[src/rtl/mem_bank_arbiter_if.sv]
// Requester-side bus for mem_bank_arbiter: one instance per requester.
//   req   level request, held until ack
//   we    1 = write, 0 = read
//   addr  bank address
//   wdata write data
//   ack   1-cycle completion pulse from the arbiter
interface mem_bank_arbiter_if #(
    parameter int unsigned AW = 8,
    parameter int unsigned DW = 8
);
    logic          req;
    logic          we;
    logic [AW-1:0] addr;
    logic [DW-1:0] wdata;
    logic          ack;

    modport master (output req, output we, output addr, output wdata, input ack);
    modport slave  (input req, input we, input addr, input wdata, output ack);
endinterface

[src/rtl/mem_bank_arbiter.sv]
// Two-requester round-robin arbiter and 3-cycle access sequencer for one
// byte-wide memory bank (sync write, combinational read).
//   clk_i, rst_i     clock, synchronous active-high reset
//   req0_if/req1_if  requester buses (slave side), ack driven here
//   rdata_o          registered read data, valid with a read ack
//   busy_o           high in ACCESS and DONE
//   mem_addr_o       bank address (holds last latched request)
//   mem_wdata_o      bank write data (holds last latched request)
//   mem_write_c_o    bank write strobe, ACCESS only, gated by reset
//   mem_read_c_o     bank read strobe, ACCESS only, gated by reset
//   mem_rdata_i      bank read data
module mem_bank_arbiter #(
    parameter int unsigned AW = 8,
    parameter int unsigned DW = 8
) (
    input  logic           clk_i,
    input  logic           rst_i,
    mem_bank_arbiter_if.slave req0_if,
    mem_bank_arbiter_if.slave req1_if,
    output logic [DW-1:0]  rdata_o,
    output logic           busy_o,
    output logic [AW-1:0]  mem_addr_o,
    output logic [DW-1:0]  mem_wdata_o,
    output logic           mem_write_c_o,
    output logic           mem_read_c_o,
    input  logic [DW-1:0]  mem_rdata_i
);

    typedef enum logic [1:0] {
        IDLE   = 2'd0,
        ACCESS = 2'd1,
        DONE   = 2'd2
    } state_e;

    state_e        state_q, state_d;
    logic          win_q, win_d;
    logic          last_q, last_d;
    logic          we_q, we_d;
    logic [AW-1:0] addr_q, addr_d;
    logic [DW-1:0] wdata_q, wdata_d;
    logic [DW-1:0] rdata_q, rdata_d;
    logic          ack0_q, ack0_d;
    logic          ack1_q, ack1_d;
    logic          busy_q, busy_d;
    logic          grant_c;

    // Winner: the sole requester, or the one that did not win last time.
    assign grant_c = (req0_if.req && req1_if.req) ? ~last_q : req1_if.req;

    // State and datapath registers.
    always_ff @(posedge clk_i) begin
        if (rst_i) begin
            state_q <= IDLE;
            win_q   <= 1'b0;
            last_q  <= 1'b1;
            we_q    <= 1'b0;
            addr_q  <= '0;
            wdata_q <= '0;
            rdata_q <= '0;
            ack0_q  <= 1'b0;
            ack1_q  <= 1'b0;
            busy_q  <= 1'b0;
        end else begin
            state_q <= state_d;
            win_q   <= win_d;
            last_q  <= last_d;
            we_q    <= we_d;
            addr_q  <= addr_d;
            wdata_q <= wdata_d;
            rdata_q <= rdata_d;
            ack0_q  <= ack0_d;
            ack1_q  <= ack1_d;
            busy_q  <= busy_d;
        end
    end

    // Next-state and registered-output logic.
    always_comb begin
        state_d = state_q;
        win_d   = win_q;
        last_d  = last_q;
        we_d    = we_q;
        addr_d  = addr_q;
        wdata_d = wdata_q;
        rdata_d = rdata_q;
        ack0_d  = 1'b0;
        ack1_d  = 1'b0;
        busy_d  = 1'b0;

        case (state_q)
            IDLE: begin
                if (req0_if.req || req1_if.req) begin
                    win_d   = grant_c;
                    we_d    = grant_c ? req1_if.we    : req0_if.we;
                    addr_d  = grant_c ? req1_if.addr  : req0_if.addr;
                    wdata_d = grant_c ? req1_if.wdata : req0_if.wdata;
                    busy_d  = 1'b1;
                    state_d = ACCESS;
                end
            end
            ACCESS: begin
                if (!we_q) begin
                    rdata_d = mem_rdata_i;
                end
                // Ack becomes visible in DONE.
                ack0_d  = ~win_q;
                ack1_d  = win_q;
                busy_d  = 1'b1;
                state_d = DONE;
            end
            DONE: begin
                last_d  = win_q;
                state_d = IDLE;
            end
            default: begin
                state_d = IDLE;
            end
        endcase
    end

    // Strobes are gated by reset so an aborted write never commits.
    assign mem_write_c_o = (state_q == ACCESS) &&  we_q && !rst_i;
    assign mem_read_c_o  = (state_q == ACCESS) && !we_q && !rst_i;

    assign mem_addr_o  = addr_q;
    assign mem_wdata_o = wdata_q;
    assign rdata_o     = rdata_q;
    assign busy_o      = busy_q;
    assign req0_if.ack = ack0_q;
    assign req1_if.ack = ack1_q;

endmodule

[src/flat_wrapper.sv]
// flat-port wrapper written by rule: the top's interface ports become plain ports
module mem_bank_arbiter_flat 
#(
    parameter int unsigned AW = 8,
    parameter int unsigned DW = 8
)
  (clk_i, rst_i, rdata_o, busy_o, mem_addr_o, mem_wdata_o, mem_write_c_o, mem_read_c_o, mem_rdata_i, req0_if_req, req0_if_we, req0_if_addr, req0_if_wdata, req0_if_ack, req1_if_req, req1_if_we, req1_if_addr, req1_if_wdata, req1_if_ack);
  mem_bank_arbiter_if #(.AW(AW), .DW(DW)) req0_if_i ();
  mem_bank_arbiter_if #(.AW(AW), .DW(DW)) req1_if_i ();
  input  logic clk_i;
  input  logic rst_i;
  output logic [DW-1:0] rdata_o;
  output logic busy_o;
  output logic [AW-1:0] mem_addr_o;
  output logic [DW-1:0] mem_wdata_o;
  output logic mem_write_c_o;
  output logic mem_read_c_o;
  input  logic [DW-1:0] mem_rdata_i;
  input wire logic [$bits(req0_if_i.req)-1:0] req0_if_req;
  input wire logic [$bits(req0_if_i.we)-1:0] req0_if_we;
  input wire logic [$bits(req0_if_i.addr)-1:0] req0_if_addr;
  input wire logic [$bits(req0_if_i.wdata)-1:0] req0_if_wdata;
  output wire logic [$bits(req0_if_i.ack)-1:0] req0_if_ack;
  input wire logic [$bits(req1_if_i.req)-1:0] req1_if_req;
  input wire logic [$bits(req1_if_i.we)-1:0] req1_if_we;
  input wire logic [$bits(req1_if_i.addr)-1:0] req1_if_addr;
  input wire logic [$bits(req1_if_i.wdata)-1:0] req1_if_wdata;
  output wire logic [$bits(req1_if_i.ack)-1:0] req1_if_ack;
  assign req0_if_i.req = req0_if_req;
  assign req0_if_i.we = req0_if_we;
  assign req0_if_i.addr = req0_if_addr;
  assign req0_if_i.wdata = req0_if_wdata;
  assign req0_if_ack = req0_if_i.ack;
  assign req1_if_i.req = req1_if_req;
  assign req1_if_i.we = req1_if_we;
  assign req1_if_i.addr = req1_if_addr;
  assign req1_if_i.wdata = req1_if_wdata;
  assign req1_if_ack = req1_if_i.ack;
  mem_bank_arbiter #(.AW(AW), .DW(DW)) u_core (.clk_i(clk_i), .rst_i(rst_i), .req0_if(req0_if_i), .req1_if(req1_if_i), .rdata_o(rdata_o), .busy_o(busy_o), .mem_addr_o(mem_addr_o), .mem_wdata_o(mem_wdata_o), .mem_write_c_o(mem_write_c_o), .mem_read_c_o(mem_read_c_o), .mem_rdata_i(mem_rdata_i));
endmodule
[config.mk]
export PLATFORM = sky130hd
export DESIGN_NAME = mem_bank_arbiter_flat
export DESIGN_NICKNAME = d
export VERILOG_FILES = /design/src/rtl/mem_bank_arbiter_if.sv /design/src/rtl/mem_bank_arbiter.sv /design/src/flat_wrapper.sv
export SDC_FILE = /design/constraint.sdc
export NUM_CORES = 1
export LEC_CHECK = 0
export CORE_MARGIN = 2
export CORE_UTILIZATION = 40
export CTS_BUF_LIST = sky130_fd_sc_hd__clkbuf_4 sky130_fd_sc_hd__clkbuf_8
export DETAILED_ROUTE_END_ITERATION = 8
export DONT_BUFFER_PORTS = 1
export PLACE_DENSITY_LB_ADDON = 0.25
export SKIP_LAST_GASP = 1
export SYNTH_ARGS = -nofsm -noshare
export SYNTH_HDL_FRONTEND = slang
export SYNTH_SLANG_ARGS = --single-unit
[constraint.sdc]
create_clock -name clk_i -period 2 [get_ports clk_i]
set_clock_uncertainty 0.05 [all_clocks]
set_input_delay 0.4 -clock clk_i [delete_from_list [all_inputs] [get_ports clk_i]]
set_output_delay 0.4 -clock clk_i [all_outputs]
set_load 0.03 [all_outputs]
== Word level (Yosys, flattened, before mapping) ==
Cells that the tools add are included.

* Eq/ne operators: 3
* Multipliers: 0
* Multiplexer cells: 8
* Div/mod/pow operators: 0
* Bitwise logic cells: 4
* Reduce and logical (&&, ||, !) cells: 12
* Shifts and indexed selects: 0
* $add $sub $neg: 0
* Magnitude comparators: 0

{| class="wikitable"
|+ Operator list
! kind !! number
|-
| $mux W8 || 2
|-
| $logic_and A1 B1 Y1 || 5
|-
| $not A1 Y1 || 4
|-
| $pmux W2 S2 || 1
|-
| $reduce_and A2 Y1 || 2
|-
| $mux W1 || 3
|-
| $eq A2 B1 Y1 const B || 1
|-
| $eq A2 B2 Y1 const B || 1
|-
| $logic_not A1 Y1 || 2
|-
| $logic_not A2 Y1 || 1
|-
| $mux W2 || 1
|-
| $ne A2 B1 Y1 const B || 1
|-
| $pmux W1 S2 || 1
|-
| $reduce_or A2 Y1 || 1
|-
| $logic_or A1 B1 Y1 || 1
|}

* Register bits: 32
* Bits in writable memories: 0
* Memories kept: 0
* Bits in read-only memories: 0
* Latch bits: 0
* Input port bits: 46

== Logic depth before layout (Yosys ltp) ==
* Depth in word-level cells: 3
* Mapped depth: 5
* Gate-level depth less buffers: 3

== Worst setup path after synthesis ==
Ideal clock, no wire load.

* Path type: input to output
* Start: input port rst_i
* End: output port mem_read_c_o
* Buffers on the path: 0
* Arrival: 1289 ps
* Cell stages on the path: 2
* Setup slack: 261 ps
* Cell sequence: or3b_2 nor2_1

* Longest elaborated chain between the ends: 2

{| class="wikitable"
|+ Ends and longest elaborated chain
! item !! RTL line !! RTL
|-
| start, declared || flat_wrapper.sv:11 || <nowiki>input logic rst_i;</nowiki>
|-
| $logic_not A1 Y1 || mem_bank_arbiter.sv:123 || <nowiki>assign mem_read_c_o = (state_q == ACCESS) && !we_q && !rst_i;</nowiki>
|-
| $logic_and A1 B1 Y1 || mem_bank_arbiter.sv:123 ||
|-
| end, declared || flat_wrapper.sv:17 || <nowiki>output logic mem_read_c_o;</nowiki>
|}

No other way between the ends.

== Worst setup path after layout ==
* Start: register u_core.state_q[1]
* End: output port mem_write_c_o

* Longest elaborated chain between the ends: 3

{| class="wikitable"
|+ Ends and longest elaborated chain
! item !! RTL line !! RTL
|-
| start, declared || mem_bank_arbiter.sv:35 || <nowiki>state_e state_q, state_d;</nowiki>
|-
| start signal, assigned || mem_bank_arbiter.sv:64 || <nowiki>state_q <= state_d;</nowiki>
|-
| $eq A2 B1 Y1 || mem_bank_arbiter.sv:122 || <nowiki>assign mem_write_c_o = (state_q == ACCESS) && we_q && !rst_i;</nowiki>
|-
| $logic_and A1 B1 Y1 (2 in series) || mem_bank_arbiter.sv:122 ||
|-
| end, declared || flat_wrapper.sv:16 || <nowiki>output logic mem_write_c_o;</nowiki>
|}

No other way between the ends.

==> flow_summary.ini <==
[clock_tree]
cts_tree = done
cts.path.max_buffers = 2
clock_latency_ps = 330
cts.repair.resized = 1
hold_buffers = 0
post-cts-setup-buffer-count = 0
cts_inserted_buffers = 5
htreeDepth = 2
clkTransAtPathRegs_ps = 100
cts_sinks = 32
cts_root_buffer = clkbuf_4

[floorplanning]
start_util = 0.417
coreArea_um2 = 3340
die_x_um = 63.0
dieArea_um2 = 3970
rows = 21
die_h_um = 63.0
io_pins = 75

[drt]
drtIter0Drc = 25
wl_per_cell_um = 15.8
ant_nets = 0
viasPerCell = 5.46
drt-total-wl_um = 3080
drc = 0
num_vias = 1064
firstDrtPassIters = 4

[critical_path]
crit_slowest_cell = or3b_2
cp.arrival_ps = 1470
crit_type = reg -> out
crit_chain = or3b_2 -> inv_1 -> and2_4
end_kind = output pin
worstReg2RegStart = u_core.state_q[0]
critical_path_buf_inv_count = 1
r2r_cells = 3
r2r_slack_ps = 390
worst_setup_path_start_kind = flop
cp.required_ps = 1550
regToRegEndpoint = u_core.mem_addr_o[4]
crit_fanout = 4
cpPeakStageDelay_ps = 510
path_delay_family = simple AND/OR/NAND/NOR gates

[sta]
slew-limit-headroom = 0.431
timing.fmax_ghz = 0.521
setup_tns_ps = 0
setup_ws_ps = 78.8
setup_viol = 0
rsz0062_at_grt = no
worst_pin_slew_ps = 854
period_needed_ps = 1920
slew_viol_final = 0
hold_viol = 0
post-route-period-util = 0.961

[global_routing]
antenna_found_initial = 0
grt_usage = 0.159
grt_max_degree = 31
grt_first_pass_wirelength_um = 4900
grt_overflow = 0
grt_pass1_vias = 1040

[logic_synthesis]
postSynthCellCount = 150
yosys.area.top_type = dfxtp_1
netlist-cell-type-count = 22
synth_area_leaders = dfxtp_1, a311oi_2, nand2_1
yosysSeqAreaShare = 0.460
syn_area_um2 = 1390
ys_ff_latch = 32
netlist.area_leader.share = 0.460
syn-num-nets = 196
avgSynthCellArea_um2 = 9.28
yosys_warnings = 0

[flow_run]
drv_cap = 0

[final_layout]
seqCellArea_um2 = 642
drive_gt1_frac = 0.188
antenna_cells = 0
fin_cells = 195
final_common_cell = nand2_1
multi_input_area_um2 = 671
fillers = 348
final_nets = 194
area_growth_pct = 5.31
layout_common_cells = nand2_1, dfxtp_1, a21oi_1, nor2_1, a311oi_2

[place]
gp_congestion = 0.676
place_worst_setup_slack_ps = 276
dp_hpwl_um = 2140
place_inst = 187
port_buffers = 0

[worst_hold_path]
min_to = u_core.we_q
worstHoldStart = rst_i
hold_depth = 1
hp-class = in -> reg

[pwr]
cellPowerDensity_nw_per_um2 = 976
p_total_mw = 1.43
vdd_ir_drop_max_uv = 420
p_leak_nw = 0.553

[outcome]
status = finished clean
[cells in the mapped netlist (all sizes together)]
library cell,instances
buf,9
nand2,36
nor2,12
a21boi,1
mux2i,8
or3b,1
inv,1
nor3b,1
nor2b,2
a211o,1
dfxtp,32
a311oi,17
and2,3
clkbuf,4
o21ai,1
a21bo,2
or2,1
a21oi,18
[worst register-to-register path, cell delays in order (launching register included)]
cell and delay, ps:
dfxtp_2 340, nor2_1 140, and2_1 710, a311oi_1 210
[metal layers]
metal,share of wire,GRT usage,vias up,wire (um)
met5,0,0,-,0
met4,0.0062,0.0583,0,19
met3,0.10,0.0901,2,317
met2,0.50,0.266,45,1530
met1,0.39,0.166,497,1210
li1,-,-,520,-
[state kept, by name, summed over array words and instances (netlist names)]
| name | cells |
|---|---|
| u_core.we_q | 1 |
| u_core.mem_addr_o | 8 |
| u_core.busy_o | 1 |
| u_core.req0_if.ack | 1 |
| u_core.last_q | 1 |
| u_core.win_q | 1 |
| u_core.req1_if.ack | 1 |
| u_core.rdata_o | 8 |
| u_core.mem_wdata_o | 8 |
| u_core.state_q | 2 |
[cell type report]
type	count	share of cell area
clock inverters	2	0.00683
well taps	46	0.0393
inverters	1	0.00256
repair buffers	4	0.0205
clock buffers	6	0.0350
multi-input cells	104	0.458
flip-flops and latches	32	0.438
[worst max path at each step]
stage,depth (start not counted),to,start
2_1_floorplan,2,mem_read_c_o,rst_i
3_5_place_dp,3,mem_write_c_o,rst_i
6_report,3,mem_write_c_o,u_core.state_q[1]
3_3_place_gp,3,mem_write_c_o,rst_i
4_1_cts,3,mem_write_c_o,u_core.state_q[0]
5_1_grt,3,mem_write_c_o,u_core.state_q[1]
[kinds of logic after synthesis]
group / after synthesis / synth area share
simple gates: 56 / 0.168
mux: 8 / 0.0576
buf+inv: 14 / 0.0593
compound gates: 40 / 0.254
flops: 32 / 0.460
[through the flow]
stage	hold WS, ps	area [um2]	util
global placement	408	1400	0.420
CTS	56.4	1460	0.438
floorplan	367	1390	-
detailed placement	416	1400	0.420
global route	27.4	1470	0.439
finish	72.8	1470	0.439
[power breakdown]
| part | switching (mW) | leakage (nW) | internal, mW |
|---|---|---|---|
| Combinational | 0.116 | 0.250 | 0.0882 |
| Clock | 0.217 | 0.0380 | 0.167 |
| Sequential | 0.143 | 0.264 | 0.698 |
| Total | 0.477 | 0.553 | 0.953 |
(Power assumes the default switching activity.)
